[src/rtl/pong_match_ctrl.sv]
// Match-level sequencer for Pong: frame-gated movement enables, miss detection, scoring, match FSM.
// Build option: define PONG_ALTERNATE_SERVE_EN to alternate serve direction on every point.
module pong_match_ctrl #(
  parameter logic [9:0] LEFT_LIMIT   = 10'd2,
  parameter logic [9:0] RIGHT_LIMIT  = 10'd630,
  parameter logic [7:0] SERVE_FRAMES = 8'd60,
  parameter logic [7:0] POINT_FRAMES = 8'd30,
  parameter logic [3:0] WIN_SCORE    = 4'd7
) (
  input  logic       clk50M,
  input  logic       reset,
  input  logic       endofframe,
  input  logic       start,
  input  logic [9:0] ball_x,
  output logic       move_en,
  output logic       ball_hold,
  output logic       serve_dir,
  output logic [3:0] score_one,
  output logic [3:0] score_two,
  output logic       game_over,
  output logic       winner,
  output logic [2:0] state
);

  // state    | meaning
  // IDLE     | power-up, ball held at centre, waiting for start
  // SERVE    | ball held at centre for SERVE_FRAMES frames
  // PLAY     | movement enabled, misses checked once per frame
  // POINT    | everything frozen for POINT_FRAMES frames after a miss
  // GAMEOVER | final score and winner held until start
  typedef enum logic [2:0] {
    S_IDLE     = 3'd0,
    S_SERVE    = 3'd1,
    S_PLAY     = 3'd2,
    S_POINT    = 3'd3,
    S_GAMEOVER = 3'd4
  } state_t;

  state_t     cur;
  logic       start_q;
  logic [7:0] frame_cnt;
  logic       start_rise;

  assign start_rise = start & ~start_q;
  assign state      = cur;

  // start_q follows start even during reset so a button held through reset is not seen as a press
  always_ff @(posedge clk50M) begin
    start_q <= start;
  end

  always_ff @(posedge clk50M) begin
    if (reset) begin
      cur       <= S_IDLE;
      move_en   <= 1'b0;
      ball_hold <= 1'b1;
      serve_dir <= 1'b0;
      score_one <= 4'd0;
      score_two <= 4'd0;
      game_over <= 1'b0;
      winner    <= 1'b0;
      frame_cnt <= 8'd0;
    end else begin
      case (cur)
        S_IDLE, S_GAMEOVER: begin
          if (start_rise) begin
            cur       <= S_SERVE;
            score_one <= 4'd0;
            score_two <= 4'd0;
            winner    <= 1'b0;
            game_over <= 1'b0;
            serve_dir <= 1'b0;
            frame_cnt <= 8'd0;
            move_en   <= 1'b0;
            ball_hold <= 1'b1;
          end
        end
        S_SERVE: begin
          if (endofframe) begin
            if (frame_cnt == SERVE_FRAMES - 8'd1) begin
              cur       <= S_PLAY;
              frame_cnt <= 8'd0;
              move_en   <= 1'b1;
              ball_hold <= 1'b0;
            end else begin
              frame_cnt <= frame_cnt + 8'd1;
            end
          end
        end
        S_PLAY: begin
          if (endofframe && (ball_x <= LEFT_LIMIT || ball_x >= RIGHT_LIMIT)) begin
            cur       <= S_POINT;
            frame_cnt <= 8'd0;
            move_en   <= 1'b0;
            ball_hold <= 1'b0;
            if (ball_x <= LEFT_LIMIT) begin
              score_one <= score_one + 4'd1;
`ifdef PONG_ALTERNATE_SERVE_EN
              serve_dir <= ~serve_dir;
`else
              serve_dir <= 1'b0;
`endif
            end else begin
              score_two <= score_two + 4'd1;
`ifdef PONG_ALTERNATE_SERVE_EN
              serve_dir <= ~serve_dir;
`else
              serve_dir <= 1'b1;
`endif
            end
          end
        end
        S_POINT: begin
          if (endofframe) begin
            if (frame_cnt == POINT_FRAMES - 8'd1) begin
              frame_cnt <= 8'd0;
              move_en   <= 1'b0;
              ball_hold <= 1'b1;
              if (score_one == WIN_SCORE) begin
                cur       <= S_GAMEOVER;
                game_over <= 1'b1;
                winner    <= 1'b0;
              end else if (score_two == WIN_SCORE) begin
                cur       <= S_GAMEOVER;
                game_over <= 1'b1;
                winner    <= 1'b1;
              end else begin
                cur <= S_SERVE;
              end
            end else begin
              frame_cnt <= frame_cnt + 8'd1;
            end
          end
        end
        default: begin
          cur       <= S_IDLE;
          move_en   <= 1'b0;
          ball_hold <= 1'b1;
          game_over <= 1'b0;
          frame_cnt <= 8'd0;
        end
      endcase
    end
  end

endmodule
[config.mk]
export PLATFORM = sky130hd
export DESIGN_NAME = pong_match_ctrl
export DESIGN_NICKNAME = d
export VERILOG_FILES = /design/src/rtl/pong_match_ctrl.sv
export SDC_FILE = /design/constraint.sdc
export NUM_CORES = 1
export LEC_CHECK = 0
export CAP_MARGIN = 20
export CORE_UTILIZATION = 54
export DETAILED_ROUTE_END_ITERATION = 8
export PLACE_DENSITY = 0.84
export SLEW_MARGIN = 20
export SYNTH_ARGS = -nofsm -noshare
export SYNTH_HDL_FRONTEND = slang
export SYNTH_SLANG_ARGS = --single-unit
[constraint.sdc]
create_clock -name clk50M -period 4.4 [get_ports clk50M]
set_input_delay 0.44 -clock clk50M [delete_from_list [all_inputs] [get_ports clk50M]]
set_output_delay 0.44 -clock clk50M [all_outputs]
set_load 0.01 [all_outputs]
# Yosys cells after proc, flatten, opt, wreduce, memory -nomap -nowiden
# Cells that the tools add are included.
# op_classes
n_reduce_logical	14
n_eq_ne	17
order_cmp	2
n_addsub	3
bitwise_logic	3
n_mux	48
# op_table
op	n
8-bit two-way mux	6
8-bit case mux with 4 select lines	1
3-bit two-way mux	8
1-bit two-way mux	20
4-bit two-way mux	5
2-bit inequality test (second input constant)	8
4-bit case mux with 2 select lines	2
3-bit case mux with 4 select lines	1
4-bit AND reduction	3
10-bit >= comparator (second input constant)	1
10-bit by 2-bit <= comparator with 1-bit output (second input constant)	1
5-bit AND reduction	2
4-bit by 1-bit adder with 4-bit output (second input constant)	2
8-bit by 1-bit adder with 8-bit output (second input constant)	1
4-bit by 3-bit == test with 1-bit output (second input constant)	2
8-bit by 5-bit == test with 1-bit output (second input constant)	1
8-bit by 6-bit == test with 1-bit output (second input constant)	1
1-bit case mux with 4 select lines	2
3-bit by 2-bit == test with 1-bit output (second input constant)	2
6-bit AND reduction	1
1-bit case mux with 2 select lines	2
2-bit nonzero test	2
2-bit OR reduction	2
3-bit by 1-bit == test with 1-bit output (second input constant)	1
other kinds (9)	10
# totals
elab_cells	97
input_bits	14
output_inout_bits	16
reg_bits	25

# Logic depth before layout (Yosys ltp)
# Gate-level depths: netlist of run 1.
# logic_depth
depth_word	6
depth_mapped	7
mapped_depth_nobuf	7

# Worst setup path after synthesis of run 1
# No wires, ideal clock.
# synth_timing
kind	reg-to-reg
from	reg frame_cnt[1]
to	reg frame_cnt[2]
stages_incl_launch_ff	8
required_time_ns	4.330
synth_period_minus_slack_ns	2.000
setup_slack_ns	2.400
arrival_time_ns	1.930
path_buffers	0
setup_time_ns	0.070
cell_sequence	dfxtp_1 > inv_1 > ha_1 > and4b_1 > o2111a_1 > or4b_1 > or3_1 > a21oi_1
# synth_via
elab_chain_cells	4
elab_cells_between_ends	8
cone_classes	1 x add/sub; 2 x eq/ne; 5 x mux
# synth_rtl
item	line_no	rtl
start, declared	41	logic [7:0] frame_cnt;
start signal, assigned	86	frame_cnt <= frame_cnt + 8'd1;
start signal, assigned	131	frame_cnt <= frame_cnt + 8'd1;
8-bit by 1-bit adder with 8-bit output (tied with other cells)	86, 131	
8-bit two-way mux, on equally long branches	115, 80	
8-bit two-way mux, on equally long branches	114, 79	
8-bit case mux with 4 select lines *	64	case (cur)
# Mark *: on every way between the ends. The rest lies on a longest branch, timed or not. The select of a mux whose other input is x is not followed.
# A chain may end at the register's enable or synchronous reset.

# Worst setup path after layout of run 1
# layout_timing
from	reg cur[1], in the netlist state[1]
to	reg frame_cnt[4]
# layout_via
elab_chain_cells	4
elab_cells_between_ends	12
cone_classes	8 x eq/ne; 1 x mux; 3 x reduce/logical
# layout_rtl
item	line_no	rtl
start, declared	39	state_t cur;
start signal, assigned	54	cur <= S_IDLE;
start signal, assigned	67	cur <= S_SERVE;
start signal, assigned	81	cur <= S_PLAY;
3-bit == test or 3-bit logical NOT (tied branches)	64	
2-bit OR reduction	64	
2-bit inequality test (no line)	-	
4-bit AND reduction (no line)	-	
# Parallel ways exist; a longest one is shown, timed or not.

==> flow_summary_export.csv, run 1 <==
group,metric,value,unit
power_and_ir_drop,seq_power_share,46.6,%
place,place_inst,215,
floorplanning,die_height,53.5,um
finish,drive_gt1_share,6.35,%
global_route,grt_usage,25.7,%
synth,ys_seq_elements,25,
synth,synth-simple-area-share,28.8,%
place,hpwlAfterDp,2490,um
sta,setup_viol,0,
synth,ys_seq_area_share,34.9,%
flow_run,drv_cap,0,
clock_network,cts_inserted_buffers,3,
sta,rsz0062_at_grt,"false",
synth,synth_top_family_by_area,"simple AND/OR/NAND/NOR gates",
run_status,status,"finished clean",
synth,syn_avg_cell_area,8.74,um2
setup_path,worst_setup_path_start_kind,"register",
sta,clock_skew,0.00446,ns
route,drc,0,
synth,synth_edf_count,0,
global_route,grt.overflow.total,0,
synth,muxShareOfSynthArea,0,%
synth,synth-compound-area-share,27.6,%
clock_network,cts_tree,"built",
place,placed_cell_area,0.00173,mm2
floorplanning,core,0.00250,mm2
synth,synth-xor-area-share,1.22,%
setup_path,crit_slowest_cell,"a21boi_2",
floorplanning,die_area,0.00286,mm2
route,drt_wl_total,3410,um
synth,synth_fp_nets,182,
synth,postSynth.asyncResetShare,0,%
power_and_ir_drop,internal-power,0.372,mW
sta,finalHoldViolCount,0,
sta,period_minus_slack,2.71,ns
power_and_ir_drop,p_comb_share,35.8,%
global_route,grt_pass1_vias,1185,
power_and_ir_drop,power_density,341,mW/mm2
floorplanning,ios,30,
route,via_per_inst,6.36,
sta,drv_slew,0,
clock_network,worst_skew_pair.late_latency,0.32,ns
route,wl_per_cell,15.6,um
synth,synthFlopType,"dfxtp_1",
clock_network,clock_sinks,25,
synth,yosys_warnings,0,
floorplanning,floorplan.initialDensity,57.3,%
sta,fin_crit_sh,61.7,%
power_and_ir_drop,switching_share,37.7,%
setup_path,worstPathBufferInverterCount,0,
place,gp_congestion,0.808,
synth,synth.distinct_cells,52,
clock_network,h-tree-depth,1,
route,vias,1392,
setup_path,end_kind,"register",
global_route,grt_pass1_wl,5350,um
clock_network,cts_root_buffer,"clkbuf_4",
setup_path,critPathArrivalTime,2.98,ns
clock_network,cts_hold_buf,0,
synth,syn-cell-area,0.00143,mm2
floorplanning,num_rows,18,
sta,tns,0,ns
clock_network,clk_transition_reported_paths,0.14,ns
setup_path,crit_path_max_fanout,25,
global_route,grt_max_degree,26,
route,drtIter0Drc,26,
place,dp_slack,1.72,ns
synth,synthAdderAreaFrac,3.49,%
power_and_ir_drop,p_clk_share,17.6,%
finish,layoutNonFillerInstCount,219,
synth,syn-instance-count,164,
sta,slew_headroom,42.6,%
sta,fmax,368,MHz
setup_path,cp_top_family,"compound AO/OA/AOI/OAI gates",
clock_network,postCtsSetupRepairBufs,0,
floorplanning,die_w,53.5,um
sta,setup_slack,1.69,ns
setup_path,required,4.66,ns
route,ant_nets,0,
finish,fin_nets,208,
setup_path,critical_path.max_stage_delay,0.73,ns
power_and_ir_drop,leakage,0.603,nW
finish,antenna_cells,0,
finish,fin_area,0.00175,mm2
sta,worst_pin_slew,0.856,ns
clock_network,cts_resized,0,
min_path,hp-class,"register to register",
setup_path,criticalPathCategory,"register to register",
route,dr.pass1.iters,5,
place,io_buffers,29,
power_and_ir_drop,p_switching,0.226,mW
global_route,antenna_found_initial,0,
power_and_ir_drop,ir_drop,0.229,mV
clock_network,cts_buffer_depth,2,
setup_path,cp_cell_sequence,"or3b_1, a31oi_2, a21boi_2, o21ai_2, a21oi_1",
finish,area_growth_syn_to_layout,22.4,%
[layout by cell type (no fill, tap or decap), types with 2 or more instances in the layout]
cell,instances
a2111o_1,2
a21oi_1,17
a22o_1,2
a31oi_1,4
and2_1,2
and3b_1,4
clkbuf_4,3
clkdlybuf4s50_1,29
dfxtp_1,25
ha_1,4
inv_1,4
nand2_1,5
nand3_1,9
nand3b_1,2
nand4b_1,2
nor2_1,9
nor2b_1,2
nor3_1,4
nor4b_1,2
o2111a_1,2
o21ai_0,11
o31ai_1,5
or3_1,4
or4_1,7
xnor2_1,2
[routing by layer]
layer  share of wire, %  GRT usage, %  wire (um)
met5                  0             0          0
met4                1.8          10.5         63
met3                5.5          4.31        188
met2                 47          41.0       1600
met1                 46          33.9       1560
[cell usage after synthesis (2+ instances only)]
| cell | count | area (um2) |
|---|---|---|
| a2111o_1 | 2 | 22.5 |
| a21oi_1 | 17 | 85.1 |
| a22o_1 | 2 | 17.5 |
| a31oi_1 | 4 | 25.0 |
| and2_1 | 2 | 12.5 |
| and3b_1 | 4 | 35.0 |
| buf_2 | 3 | 15.0 |
| clkbuf_1 | 4 | 15.0 |
| dfxtp_1 | 25 | 500 |
| ha_1 | 4 | 50.1 |
| inv_1 | 4 | 15.0 |
| nand2_1 | 5 | 18.8 |
| nand3_1 | 9 | 45.0 |
| nand3b_1 | 2 | 15.0 |
| nand4b_1 | 2 | 17.5 |
| nor2_1 | 9 | 33.8 |
| nor2b_1 | 2 | 12.5 |
| nor3_1 | 4 | 20.0 |
| nor4b_1 | 2 | 17.5 |
| o2111a_1 | 2 | 22.5 |
| o21ai_0 | 11 | 55.1 |
| o31ai_1 | 5 | 37.5 |
| or3_1 | 4 | 25.0 |
| or4_1 | 7 | 52.6 |
| xnor2_1 | 2 | 17.5 |
[worst min-delay path, stage by stage (launching register included)]
cell and delay [ns]:
dfxtp_1 0.33, inv_1 0.05, a211oi_1 0.06
[flip-flops by register name, indices dropped and copies added, names as in the netlist]
signal / count
frame_cnt: 8
score_one: 4
score_two: 4
state: 3
ball_hold: 1
game_over: 1
move_en: 1
serve_dir: 1
start_q: 1
winner: 1
[area by class of cell]
class	instances	area, um2
multi-input combinational	126	876
fill	205	747
sequential	25	500
timing repair buffer	30	298
tap	30	37.5
clock buffer	4	26.3
inverter	4	15.0
[final timing paths]
kind	startpoint	end	slack, ns	cells past startpoint
worst min-delay path	serve_dir$_SDFFE_PP0P_	serve_dir$_SDFFE_PP0P_	0.48	2
worst min register to register	serve_dir$_SDFFE_PP0P_	serve_dir$_SDFFE_PP0P_	0.48	2
worst max register to register	state[1]$_SDFFE_PP0P_	frame_cnt[4]$_SDFFE_PP0P_	1.69	5
worst max-delay path	state[1]$_SDFFE_PP0P_	frame_cnt[4]$_SDFFE_PP0P_	1.69	5
[cells by family after synthesis]
kind of cell	after synthesis
adders and majority gates	4
DFF	25
buffers and inverters	13
AOI/OAI and AO/OA	57
and+or+nand+nor	63
xor gates and xnor gates	2
[metrics by stage]
step | power [mW] | utilization (%) | hold slack (ns)
final | 0.598 | 70.1 | 0.483
after global routing | 0.633 | 70.1 | 0.513
after CTS | 0.596 | 70.1 | 0.488
after detailed placement | 0.493 | 69.1 | 0.469
after global placement | 0.482 | 69.1 | 0.461
after floorplan | 0.420 | - | 0.458
[power groups by stage]
stage               registers (mW)  clock network [mW]  logic, mW
floorplan                    0.267                   0      0.153
global placement             0.281                   0      0.201
detailed placement           0.282                   0      0.211
CTS                          0.277               0.108      0.211
global route                 0.284               0.114      0.235
finish                       0.279               0.105      0.214
(Power assumes the default switching activity.)
==> run 2: changes to the inputs <==
Settings changed: CORE_UTILIZATION 54 to 50, PLACE_DENSITY 0.84 to 0.78.
Clock period 4.4 ns to 2.8 ns, I/O delays scaled along.
==> flow_summary_export.csv, run 2 (same netlist as run 1, synthesis figures left out) <==
group,metric,value,unit
setup_path,worst_setup_path_start_kind,"register",
finish,fin_area,0.00178,mm2
clock_network,postCtsSetupRepairBufs,0,
route,via_per_inst,6.31,
setup_path,cp_cell_sequence,"or3b_1, a31oi_2, a21boi_2, buf_4, or4_1, a31oi_1",
finish,reg.largest.list,"frame_cnt: 8 flops, score_one: 4 flops, score_two: 4 flops",
clock_network,worst_skew_pair.late_latency,0.32,ns
route,drc,0,
clock_network,h-tree-depth,1,
setup_path,required,3.00,ns
floorplanning,floorplan.initialDensity,52.4,%
min_path,hp-class,"input pin to register",
place,placed_cell_area,0.00175,mm2
power_and_ir_drop,power_density,540,mW/mm2
global_route,antenna_found_initial,0,
route,drt_wl_total,3500,um
clock_network,cts_buffer_depth,2,
setup_path,crit_slowest_cell,"dfxtp_1",
sta,whs,0.452,ns
sta,period_minus_slack,2.39,ns
sta,clock_skew,0.00309,ns
finish,n_fill_cell,236,
global_route,grt_pass1_wl,5990,um
sta,fmax,418,MHz
route,wl_per_cell,15.7,um
finish,drive_gt1_share,7.81,%
finish,area_growth_syn_to_layout,24.0,%
clock_network,cts_root_buffer,"clkbuf_4",
clock_network,clock_sinks,25,
sta,worst_pin_slew,0.703,ns
sta,fin_crit_sh,85.4,%
finish,fin_nets,211,
sta,finalHoldViolCount,0,
power_and_ir_drop,ir_drop,0.443,mV
place,hpwlAfterDp,2550,um
setup_path,end_kind,"register",
setup_path,criticalPathCategory,"register to register",
sta,setup_viol,0,
setup_path,critPathArrivalTime,2.59,ns
clock_network,clk_transition_reported_paths,0.14,ns
sta,slew_headroom,53.0,%
route,dr.pass1.iters,4,
route,drtIter0Drc,45,
route,vias,1407,
finish,seq_area,500,um2
run_status,status,"finished clean",
global_route,grt_usage,24.6,%
clock_network,cts_resized,0,
finish,final_common_cell,"clkdlybuf4s50_1",
route,ant_nets,0,
finish,antenna_cells,0,
clock_network,cts_tree,"built",
floorplanning,core,0.00273,mm2
place,io_buffers,29,
floorplanning,die_w,55.5,um
setup_path,critical_path.max_stage_delay,0.76,ns
global_route,grt_max_degree,26,
finish,final_cell_mix,"29 x clkdlybuf4s50_1, 25 x dfxtp_1, 17 x a21oi_1, 11 x o21ai_0",
setup_path,crit_path_max_fanout,25,
clock_network,cts_hold_buf,0,
sta,drv_slew,0,
finish,largest_register_ffs,8,
global_route,grt_pass1_vias,1332,
finish,multi_input_area,876,um2
floorplanning,die_height,55.5,um
finish,regMostFlops,"frame_cnt",
clock_network,cts_inserted_buffers,3,
global_route,grt.overflow.total,0,
floorplanning,die_area,0.00308,mm2
place,gp_congestion,0.849,
floorplanning,ios,30,
flow_run,drv_cap,0,
floorplanning,num_rows,19,
sta,tns,0,ns
power_and_ir_drop,leakage,0.619,nW
sta,rsz0062_at_grt,"false",
-- run 2: layer usage --
layer	share of wire, %	wire length (um)	global-route usage, %	vias to the layer above
met5	0	0	0	-
met4	1.5	51	11.1	0
met3	4.3	149	3.04	4
met2	47	1660	39.1	39
met1	47	1640	33.3	668
li1	-	-	-	696
-- run 2: area by class of cell --
type	instances	area share (%)
timing repair buffer	33	18.0
tap	31	2.18
clock buffer	4	1.48
inverter	4	0.845
sequential	25	28.2
multi-input combinational	126	49.3
-- run 2: worst paths after layout --
check / startpoint / endpoint / slack (ns) / cells past startpoint
worst min register to register: serve_dir$_SDFFE_PP0P_ / serve_dir$_SDFFE_PP0P_ / 0.47 / 2
worst max register to register: state[1]$_SDFFE_PP0P_ / state[1]$_SDFFE_PP0P_ / 0.41 / 6
worst max-delay path: state[1]$_SDFFE_PP0P_ / state[1]$_SDFFE_PP0P_ / 0.41 / 6
worst min-delay path: start / start_q$_DFF_P_ / 0.45 / 1
-- run 2: critical path, delay by kind of cell, from the launching register on --
kind | cells | cell delay, ns
AO/OA/AOI/OAI | 3 | 0.55
flip-flops | 1 | 0.76
buffers and inverters | 1 | 0.25
AND/OR/NAND/NOR | 2 | 0.70
-- run 2: through the flow --
step                power, mW  worst slack, ns  utilization (%)  cells
global placement        0.778            0.435             64.0    219
global route             1.02            0.169             65.0    223
floorplan               0.660            0.800                -    164
CTS                     0.959            0.447             65.0    223
finish                  0.959            0.408             65.0    223
detailed placement      0.794            0.369             64.0    219
-- run 2: where the power goes --
group          switching, mW  internal (mW)
sequential            0.0444          0.382
combinational          0.204          0.162
clock                  0.110         0.0559
==> run 3: changes to the inputs <==
Settings changed: CTS_CLUSTER_SIZE set to 24, TNS_END_PERCENT set to 10.
==> results of run 3 <==
The final DEF is identical to that of run 2; final timing and power are the same.
